### src/rtl/cereal_rx.sv
// 8N1 serial receiver: 2-flop synchronizer, mid-bit sampling FSM, single-entry
// output register with valid/ack handshake, frame error pulse and sticky overrun.
module cereal_rx #(
  parameter int CLKS_PER_BIT = 5208,
  parameter int CNT_W        = 15
) (
  input  logic       sysclk,
  input  logic       rst_n,
  input  logic       cereal,
  output logic [7:0] data,
  output logic       valid,
  input  logic       ack,
  output logic       busy,
  output logic       frame_err,
  output logic       overrun
);

  typedef enum logic [2:0] {
    S_IDLE      = 3'd0,
    S_START     = 3'd1,
    S_DATA      = 3'd2,
    S_STOP      = 3'd3,
    S_WAIT_HIGH = 3'd4
  } state_t;

  localparam logic [CNT_W-1:0] C_HALF = CNT_W'(CLKS_PER_BIT / 2 - 1);
  localparam logic [CNT_W-1:0] C_FULL = CNT_W'(CLKS_PER_BIT - 1);

  state_t           r_state, w_state_next;
  logic             r_sync1, r_sync2;
  logic             w_rx_s;
  logic [CNT_W-1:0] r_cnt, w_cnt_next;
  logic [2:0]       r_idx, w_idx_next;
  logic [7:0]       r_shift, w_shift_next;
  logic [7:0]       r_data;
  logic             r_valid, r_ferr, r_overrun;
  logic             w_stop_good, w_stop_bad, w_deliver;

  assign w_rx_s = r_sync2;

  always_comb begin
    w_state_next = r_state;
    w_cnt_next   = r_cnt;
    w_idx_next   = r_idx;
    w_shift_next = r_shift;
    w_stop_good  = 1'b0;
    w_stop_bad   = 1'b0;
    case (r_state)
      S_IDLE: begin
        if (!w_rx_s) begin
          w_state_next = S_START;
          w_cnt_next   = '0;
        end
      end
      S_START: begin
        if (r_cnt == C_HALF) begin
          w_cnt_next   = '0;
          w_idx_next   = 3'd0;
          // A line that is high again at mid start bit was only a glitch.
          w_state_next = w_rx_s ? S_IDLE : S_DATA;
        end else begin
          w_cnt_next = r_cnt + CNT_W'(1);
        end
      end
      S_DATA: begin
        if (r_cnt == C_FULL) begin
          w_cnt_next          = '0;
          w_shift_next[r_idx] = w_rx_s;
          w_idx_next          = r_idx + 3'd1;
          if (r_idx == 3'd7) w_state_next = S_STOP;
        end else begin
          w_cnt_next = r_cnt + CNT_W'(1);
        end
      end
      S_STOP: begin
        if (r_cnt == C_FULL) begin
          w_cnt_next = '0;
          if (w_rx_s) begin
            w_stop_good  = 1'b1;
            w_state_next = S_IDLE;
          end else begin
            w_stop_bad   = 1'b1;
            w_state_next = S_WAIT_HIGH;
          end
        end else begin
          w_cnt_next = r_cnt + CNT_W'(1);
        end
      end
      S_WAIT_HIGH: begin
        if (w_rx_s) w_state_next = S_IDLE;
      end
      default: begin
        w_state_next = S_IDLE;
        w_cnt_next   = '0;
        w_idx_next   = 3'd0;
      end
    endcase
  end

  // An ack in the delivery cycle frees the output register for the new byte.
  assign w_deliver = w_stop_good && (!r_valid || ack);

  always_ff @(posedge sysclk or negedge rst_n) begin
    if (!rst_n) begin
      r_sync1   <= 1'b1;
      r_sync2   <= 1'b1;
      r_state   <= S_IDLE;
      r_cnt     <= '0;
      r_idx     <= 3'd0;
      r_shift   <= 8'h00;
      r_data    <= 8'h00;
      r_valid   <= 1'b0;
      r_ferr    <= 1'b0;
      r_overrun <= 1'b0;
    end else begin
      r_sync1   <= cereal;
      r_sync2   <= r_sync1;
      r_state   <= w_state_next;
      r_cnt     <= w_cnt_next;
      r_idx     <= w_idx_next;
      r_shift   <= w_shift_next;
      if (w_deliver) r_data <= r_shift;
      r_valid   <= w_deliver | (r_valid & ~ack);
      r_ferr    <= w_stop_bad;
      r_overrun <= ack ? 1'b0 : (r_overrun | (w_stop_good & ~w_deliver));
    end
  end

  assign busy      = (r_state != S_IDLE);
  assign data      = r_data;
  assign valid     = r_valid;
  assign frame_err = r_ferr;
  assign overrun   = r_overrun;

endmodule

### config.mk
export PLATFORM = sky130hd
export DESIGN_NAME = cereal_rx
export DESIGN_NICKNAME = d
export VERILOG_FILES = /design/src/rtl/cereal_rx.sv
export SDC_FILE = /design/constraint.sdc
export NUM_CORES = 1
export LEC_CHECK = 0
export CAP_MARGIN = 20
export CORE_UTILIZATION = 39
export CTS_CLUSTER_SIZE = 12
export DETAILED_ROUTE_END_ITERATION = 8
export PLACE_DENSITY = 0.64
export SETUP_SLACK_MARGIN = 0.1
export SYNTH_ARGS = -nofsm -noshare
export SYNTH_HDL_FRONTEND = slang
export SYNTH_SLANG_ARGS = --single-unit
### constraint.sdc
create_clock -name sysclk -period 4.9 [get_ports sysclk]
set_input_delay 0.735 -clock sysclk [delete_from_list [all_inputs] [get_ports sysclk]]
set_output_delay 0.735 -clock sysclk [all_outputs]
set_load 0.005 [all_outputs]
**Word-level counts from Yosys, hierarchy flattened**

Index checks and enable logic that the tools add are counted.

- Bits in writable memories: 0
- Memories kept: 0
- Bits in latches: 0
- Input port bits: 4
- Output and inout bits: 12
- ROM bits: 0
- Bits in registers: 42

- Multiplexer cells: 26
- Magnitude comparators: 2
- Eq/ne operators: 13
- Add/sub/neg operators: 2
- $mul: 0
- Bitwise gates (word level): 8
- Reductions and logical operators: 12
- Shifts and indexed selects: 0
- Div/mod/pow operators: 0

Operator list:

| cell | number |
|---|---|
| 15-bit case mux with 4 select lines | 1 |
| 15-bit two-way mux | 3 |
| 3-bit two-way mux | 9 |
| 15-bit by 1-bit adder with 15-bit output (second input constant) | 1 |
| 15-bit by 12-bit equality test with 1-bit output (second input constant) | 1 |
| 15-bit by 13-bit equality test with 1-bit output (second input constant) | 1 |
| 3-bit case mux with 5 select lines | 1 |
| 2-bit inequality test (second input constant) | 6 |
| 3-bit case mux with 3 select lines | 1 |
| 8-bit bitwise mux | 1 |
| 1-bit two-way mux | 8 |
| 3-bit by 2-bit equality test with 1-bit output (second input constant) | 2 |
| 3-bit equality test (second input constant) | 2 |
| 6-bit AND reduction | 1 |
| 3-bit by 4-bit less-than comparator with 1-bit output (second input constant) | 1 |
| 1-bit NOT | 4 |
| 2-bit AND reduction | 2 |
| 3-bit by 1-bit adder with 3-bit output (second input constant) | 1 |
| 1-bit demux with 3-bit select | 1 |
| 3-bit by 1-bit equality test with 1-bit output (second input constant) | 1 |
| 3-bit by 1-bit greater-or-equal comparator with 1-bit output (second input constant) | 1 |
| 3-bit zero test | 1 |
| 3-bit AND reduction | 1 |
| 3-bit nonzero test | 1 |
| other kinds (8) | 11 |

**Logic depth before layout (Yosys ltp)**

Gate-level depths: netlist (run 1).

- Depth after elaboration: 8
- Depth in mapped cells: 7
- Depth with buffers taken out: 6

**Worst setup path after synthesis (run 1)**

OpenSTA, ideal clock, no wires.

- Path kind: flip-flop to flip-flop
- From: reg r_cnt[0]
- To: reg r_shift[6]
- Required time: 4773 ps
- Library setup time: 127 ps
- Buffers on the path: 0
- Slack: 2869 ps
- Arrival: 1904 ps
- Stages on the path, launching flop included: 7
- Period minus slack after synthesis: 2031 ps
- Cells stage by stage: dfrtp_1 > ha_1 > nand2_1 > nor4b_4 > nor3b_2 > nand3_1 > mux2_1

- Longest elaborated chain between the ends: 2

RTL lines:

| element | line | RTL |
|---|---|---|
| start: declaration | 32 | `logic [CNT_W-1:0] r_cnt, w_cnt_next;` |
| start signal: assignment | 119 | `r_cnt <= w_cnt_next;` |
| 15-bit by 13-bit equality test with 1-bit output | 66 | `if (r_cnt == C_FULL) begin` |
| 2-bit AND reduction (no source line) | - |  |
| end signal: assignment | 121 | `r_shift <= w_shift_next;` |
| end: declaration | 34 | `logic [7:0] r_shift, w_shift_next;` |

Every way passes these cells.
A chain may end at the register's enable or synchronous reset.

**Final worst setup path (run 1)**

- From: reg r_state[2]
- To: out busy

- Longest elaborated chain between the ends: 1

RTL lines:

| element | line | RTL |
|---|---|---|
| start: declaration | 29 | `state_t r_state, w_state_next;` |
| start signal: assignment | 118 | `r_state <= w_state_next;` |
| 3-bit nonzero test | 129 | `assign busy = (r_state != S_IDLE);` |
| end: declaration | 13 | `output logic busy,` |

Every way passes these cells.

==> impl_metrics.ini, run 1 <==
[run_status]
status = finished clean

[grt]
grt_usage = 0.1654
grt_pass1_vias = 1397
grt_pass1_wl_um = 6796
overflow = 0
antenna_found_initial = 0
grt_max_degree = 43

[drt]
ant_nets = 0
vias_per_cell = 5.439
drtPass1Iterations = 4
num_vias = 1523
drtIter0Drc = 71
drt-wirelength-per-cell_um = 14.42
wl_um = 4037
drc = 0

[cells_and_area]
syn_to_final_growth_pct = 13.32
insertedDiodeCount = 0
fill_cells = 521
final_area_sq_mm = 0.002385
post-route-util = 0.4640
drive_gt1_frac = 0.1143
layout.nets = 217
multi_input_area_sq_um = 984.7
regArea_sq_mm = 0.001054

[timing]
fmax_ghz = 0.4257
report.final.slew_viol_count = 0
relSlewSlack = 0.3720
setup_slack_ns = 2.551
report.final.hold_viol_count = 0
fin_crit_ns = 2.349
setup_tns_ns = 0
fin_crit_sh = 0.4794
clock_skew_ns = 0.006148
setup_viol = 0
tightest_slew_ns = 0.9420
rsz0062_at_grt = false

[power_and_ir_drop]
p_sw_frac = 0.2072
p_comb_frac = 0.017
power_density_mw_per_mm2 = 237.0
pwr-share-seq = 0.619
power_switching_mw = 0.1171
internal_power_mw = 0.4482
power_leakage_nw = 1.073
max-vdd-ir-drop_mv = 0.1308
p_clk_frac = 0.364

[clock_network]
clk_latency_ns = 0.29
holdBufCountCts = 0
cts_root_buf = clkbuf_8
cts_max_level = 2
cts_max_path_buffers = 2
cts_buffers = 5
path_clk_slew_ns = 0.07
postCtsSetupBuffers = 0
cts.sinks = 42
cts_tree = done
ctsResizeCount = 0

[synthesis]
synth_cell_types = 43
synth_edf_count = 0
syn_nets = 203
synth.avg_cell_area_sq_um = 10.74
ys_warn_count = 0
syn_inst = 196
synthFlopType = dfrtp_1
yosysSeqAreaShare = 0.5006
synth-seq-cells = 42
netlist_area_sq_mm = 0.002105
async_reset_ff_frac = 1.000

[critical_path]
crit_type = flip-flop to output pin
r2r_start = r_cnt[0]
critPathRequiredTime_ns = 4.16
critical_path.max_stage_delay_ns = 0.46
crit_slowest_cell = dfrtp_1
critical_path_arrival_ns = 1.61
cp_max_fo = 9
cp_cell_sequence = or3_1 -> clkdlybuf4s50_1
cp-end-kind = output pin
start_kind = flip-flop
crit_start = r_state[2]
path_delay_family = flip-flops
cp.buffers_inverters = 1

[floorplanning]
die_w_um = 75.46
start_util = 0.4094
io-pin-count = 16
fp.dieH_um = 75.46
rows = 26
die_area_sq_mm = 0.005694
core_area_sq_mm = 0.005140

[hold_path]
hold_path.class = flip-flop to flip-flop
min_from = r_sync1

[place]
dp_worst_setup_slack_ns = 2.632
gp_routability_congestion = 0.7765
hpwl_um = 2679
io_buffers = 15
place_area_sq_mm = 0.002308

[run]
drv_cap = 0
-- worst paths after layout --
kind                            end  slack, ns  cells past startpoint
max                            busy       2.55                      2
min                         r_sync2       0.36                      0
max reg2reg                 data[3]       2.61                      6
min reg2reg                 r_sync2       0.36                      0
max in group asynchronous  r_idx[1]       3.72                      1
min in group asynchronous  r_cnt[4]       0.57                      1
-- cell type report --
| cell class | count | share of cell area |
|---|---|---|
| Clock buffer | 7 | 0.03200 |
| Timing Repair Buffer | 16 | 0.06401 |
| Inverter | 8 | 0.01259 |
| Sequential cell | 42 | 0.4418 |
| Multi-Input combinational cell | 137 | 0.4129 |
| Tap cell | 70 | 0.03673 |
-- cells in the mapped netlist, drive strengths merged (3+ instances only) --
master  instances  area, sq um
mux2           16        180.2
a21oi          11        58.81
nor3            4        20.02
ha              3        37.54
nor4            3        33.78
nor4b           3        41.29
nand4           5        31.28
dfrtp          40         1001
o21ai          11        55.05
a31oi           3        18.77
buf             3        13.76
nand3           8        40.04
or3             7        43.79
nor3b           3        27.52
nand2b          4        25.02
nand2          10        37.54
clkbuf          6        22.52
nor2b           4        25.02
nor2           11        41.29
xor2            3        26.28
inv             8        30.03
a22o            6        52.55
-- sequential cells by signal, summed over array words and instances (netlist names) --
register	count
r_shift	8
r_sync2	1
data	8
valid	1
r_idx	3
frame_err	1
r_state	3
r_cnt	15
overrun	1
r_sync1	1
-- per-stage QoR --
stage / cells / hold WS, ns / power, mW
6_report: 280 / 0.3575 / 0.5653
5_1_grt: 280 / 0.3660 / 0.5963
3_3_place_gp: 273 / 0.3468 / 0.3665
3_5_place_dp: 273 / 0.3479 / 0.3668
2_1_floorplan: 196 / 0.3452 / 0.3568
4_1_cts: 280 / 0.3587 / 0.5771
-- worst register-to-register path: stages, from the launching register on --
cell and delay [ns]:
dfrtp_1 0.41, ha_1 0.27, nand2_1 0.15, nor4_1 0.28, nand4_1 0.23, a21oi_2 0.44, mux2_2 0.39
-- logic make-up (layout without fill, tap and decap cells) --
logic type,count (synthesis),in the layout,synth area share
AND/OR/NAND/NOR,74,74,0.2212
flip-flops,42,42,0.5006
AO/OA/AOI/OAI,41,41,0.1308
buffers and inverters,17,31,0.03151
multiplexers,16,16,0.08562
adder cells (fa/ha/maj),3,3,0.01784
XOR/XNOR,3,3,0.01249
-- placed cells by master (no fill, tap or decap), drive strengths merged, types with 3 or more instances in the layout --
cell / Yosys / layout
nor2b: 4 / 4
o21ai: 11 / 11
a31oi: 3 / 3
xor2: 3 / 3
clkdlybuf4s50: 0 / 14
a22o: 6 / 6
nor4b: 3 / 3
mux2: 16 / 16
or3: 7 / 7
nor3: 4 / 4
nand2b: 4 / 4
nor4: 3 / 3
nand3: 8 / 8
dfrtp: 40 / 40
inv: 8 / 8
nor3b: 3 / 3
nand4: 5 / 5
a21oi: 11 / 11
ha: 3 / 3
nand2: 10 / 10
clkbuf: 6 / 7
nor2: 11 / 11
-- per-layer routing --
layer	GRT usage	wire, um
met3	0.04762	146
met4	0.08642	83
met5	0	0
met1	0.2374	2071
met2	0.2242	1736
-- power by group through the flow --
stage | combinational [mW] | sequential, mW | clock [mW]
after detailed placement | 0.0104 | 0.356 | 0
after global placement | 0.0101 | 0.356 | 0
after floorplan | 0.00167 | 0.355 | 0
final | 0.00955 | 0.350 | 0.206
after global routing | 0.0114 | 0.350 | 0.235
after CTS | 0.0103 | 0.350 | 0.217
No activity file was read; power rests on OpenSTA's default activity.
==> inputs of run 2 (changes only) <==
- clock period: 4.9 -> 2.4 ns (I/O delays scaled with it)
==> impl_metrics.ini, run 2 (same netlist as run 1, synthesis figures left out) <==
[drt]
ant_nets = 0
dr_wl_met2_um = 1736
drtPass1Iterations = 4
drc = 0
num_vias = 1563
routed-wl-met3_um = 118
drt-wirelength-per-cell_um = 13.72
drtIter0Drc = 125
wl_um = 3966
top_layer = met4
drt-met1-wl_um = 2049
vias_per_cell = 5.408

[critical_path]
critPathRequiredTime_ns = 2.58
critical_path.most_common_cell = buf_4
crit_slowest_cell = nor4b_4
crit_type = flip-flop to flip-flop
cp.buffers_inverters = 2
path_delay_family = simple AND/OR/NAND/NOR gates
critical_path_arrival_ns = 2.35
start_kind = flip-flop
cp_cell_sequence = ha_1 -> nand2_1 -> nor4b_4 -> buf_4 -> o2bb2ai_1 -> buf_4 -> a32o_1
cp-end-kind = flip-flop
cp_max_fo = 16
critical_path.max_stage_delay_ns = 0.42

[timing]
setup_slack_ns = 0.2369
fin_crit_sh = 0.9013
relSlewSlack = 0.4015
setup_tns_ns = 0
fmax_ghz = 0.4623
tightest_slew_ns = 0.8977
holdWs_ns = 0.1804
fin_crit_ns = 2.163
report.final.hold_viol_count = 0
clock_skew_ns = 0.007611
setup_viol = 0
rsz0062_at_grt = false
report.final.slew_viol_count = 0

[cells_and_area]
drive_gt1_frac = 0.1598
fill_cells = 491
top_register = r_cnt
insertedDiodeCount = 0
final_cell_mix = dfrtp_1, clkdlybuf4s50_1, o21ai_0, nor2_1
syn_to_final_growth_pct = 19.38
final_cells = 289
regArea_sq_mm = 0.001054
multi_input_area_sq_um = 991.0
layout_commonest_cell = dfrtp_1
largest_reg_flops = 15
layout.nets = 225

[place]
gp_routability_congestion = 0.8060
hpwl_um = 2781
placed_cells = 281
io_buffers = 15
dp_worst_setup_slack_ns = 0.1925

[floorplanning]
start_util = 0.4094
core_area_sq_mm = 0.005140
fp.dieH_um = 75.46
die_w_um = 75.46
io-pin-count = 16
die_area_sq_mm = 0.005694
rows = 26

[grt]
grt_pass1_wl_um = 6982
grt_pass1_vias = 1473
antenna_found_initial = 0
overflow = 0
grt_usage = 0.1638
grt_max_degree = 43

[power_and_ir_drop]
power_density_mw_per_mm2 = 556.4
max-vdd-ir-drop_mv = 0.4068
power_leakage_nw = 1.142

[clock_network]
cts.sinks = 42
cts_root_buf = clkbuf_8
path_clk_slew_ns = 0.08
clk_latency_ns = 0.29
cts_max_level = 2
cts_buffers = 5
cts_max_path_buffers = 2
postCtsSetupBuffers = 0
cts_tree = done

[run]
drv_cap = 0

[hold_path]
hold_path.class = input port to asynchronous set/reset pin

[run_status]
status = finished clean
run 2: area by class of cell:
| type | instances | area share |
|---|---|---|
| well taps | 70 | 0.03486 |
| clock buffers | 5 | 0.02739 |
| inverters | 8 | 0.01195 |
| clock inverters | 3 | 0.02739 |
| repair buffers | 24 | 0.08466 |
| flip-flops and latches | 42 | 0.4193 |
| multi-input cells | 137 | 0.3944 |
run 2: what timing repair did:
item / CTS / global route
setup endpoints to repair: 0 / 4
endpoints found under the hold margin: 0 / 0
gates resized for setup: 0 / 1
hold buffers: 0 / 0
run 2: per-stage QoR:
| step | cell area [sq um] | util | power, mW |
|---|---|---|---|
| after global placement | 2369 | 0.4608 | 0.7487 |
| after floorplan | 2105 | - | 0.7285 |
| after CTS | 2506 | 0.4876 | 1.420 |
| final | 2512 | 0.4888 | 1.398 |
| after global routing | 2512 | 0.4888 | 1.447 |
| after detailed placement | 2369 | 0.4608 | 0.7492 |
run 2: worst paths after layout:
| kind | to | slack (ns) | depth (start not counted) | from |
|---|---|---|---|---|
| hold reg to reg | r_sync2 | 0.36 | 0 | r_sync1 |
| max in group asynchronous | r_state[2] | 1.65 | 1 | rst_n |
| min in group sysclk | r_sync2 | 0.36 | 0 | r_sync1 |
| hold / removal | r_cnt[4] | 0.18 | 1 | rst_n |
| setup / recovery | r_cnt[6] | 0.24 | 7 | r_cnt[0] |
| setup reg to reg | r_cnt[6] | 0.24 | 7 | r_cnt[0] |
run 2: report_power, final:
| group | leakage (nW) | switching, mW | internal [mW] |
|---|---|---|---|
| combinational | 0.509 | 0.0174 | 0.00532 |
| sequential | 0.565 | 0.000681 | 0.710 |
| clock | 0.0683 | 0.248 | 0.417 |
| total | 1.14 | 0.266 | 1.13 |
run 2: per-layer routing:
| layer | vias to the layer above | global-route usage |
|---|---|---|
| li1 | 764 | - |
| met4 | 0 | 0.06173 |
| met2 | 31 | 0.2411 |
| met5 | - | 0 |
| met1 | 763 | 0.2389 |
| met3 | 5 | 0.03175 |
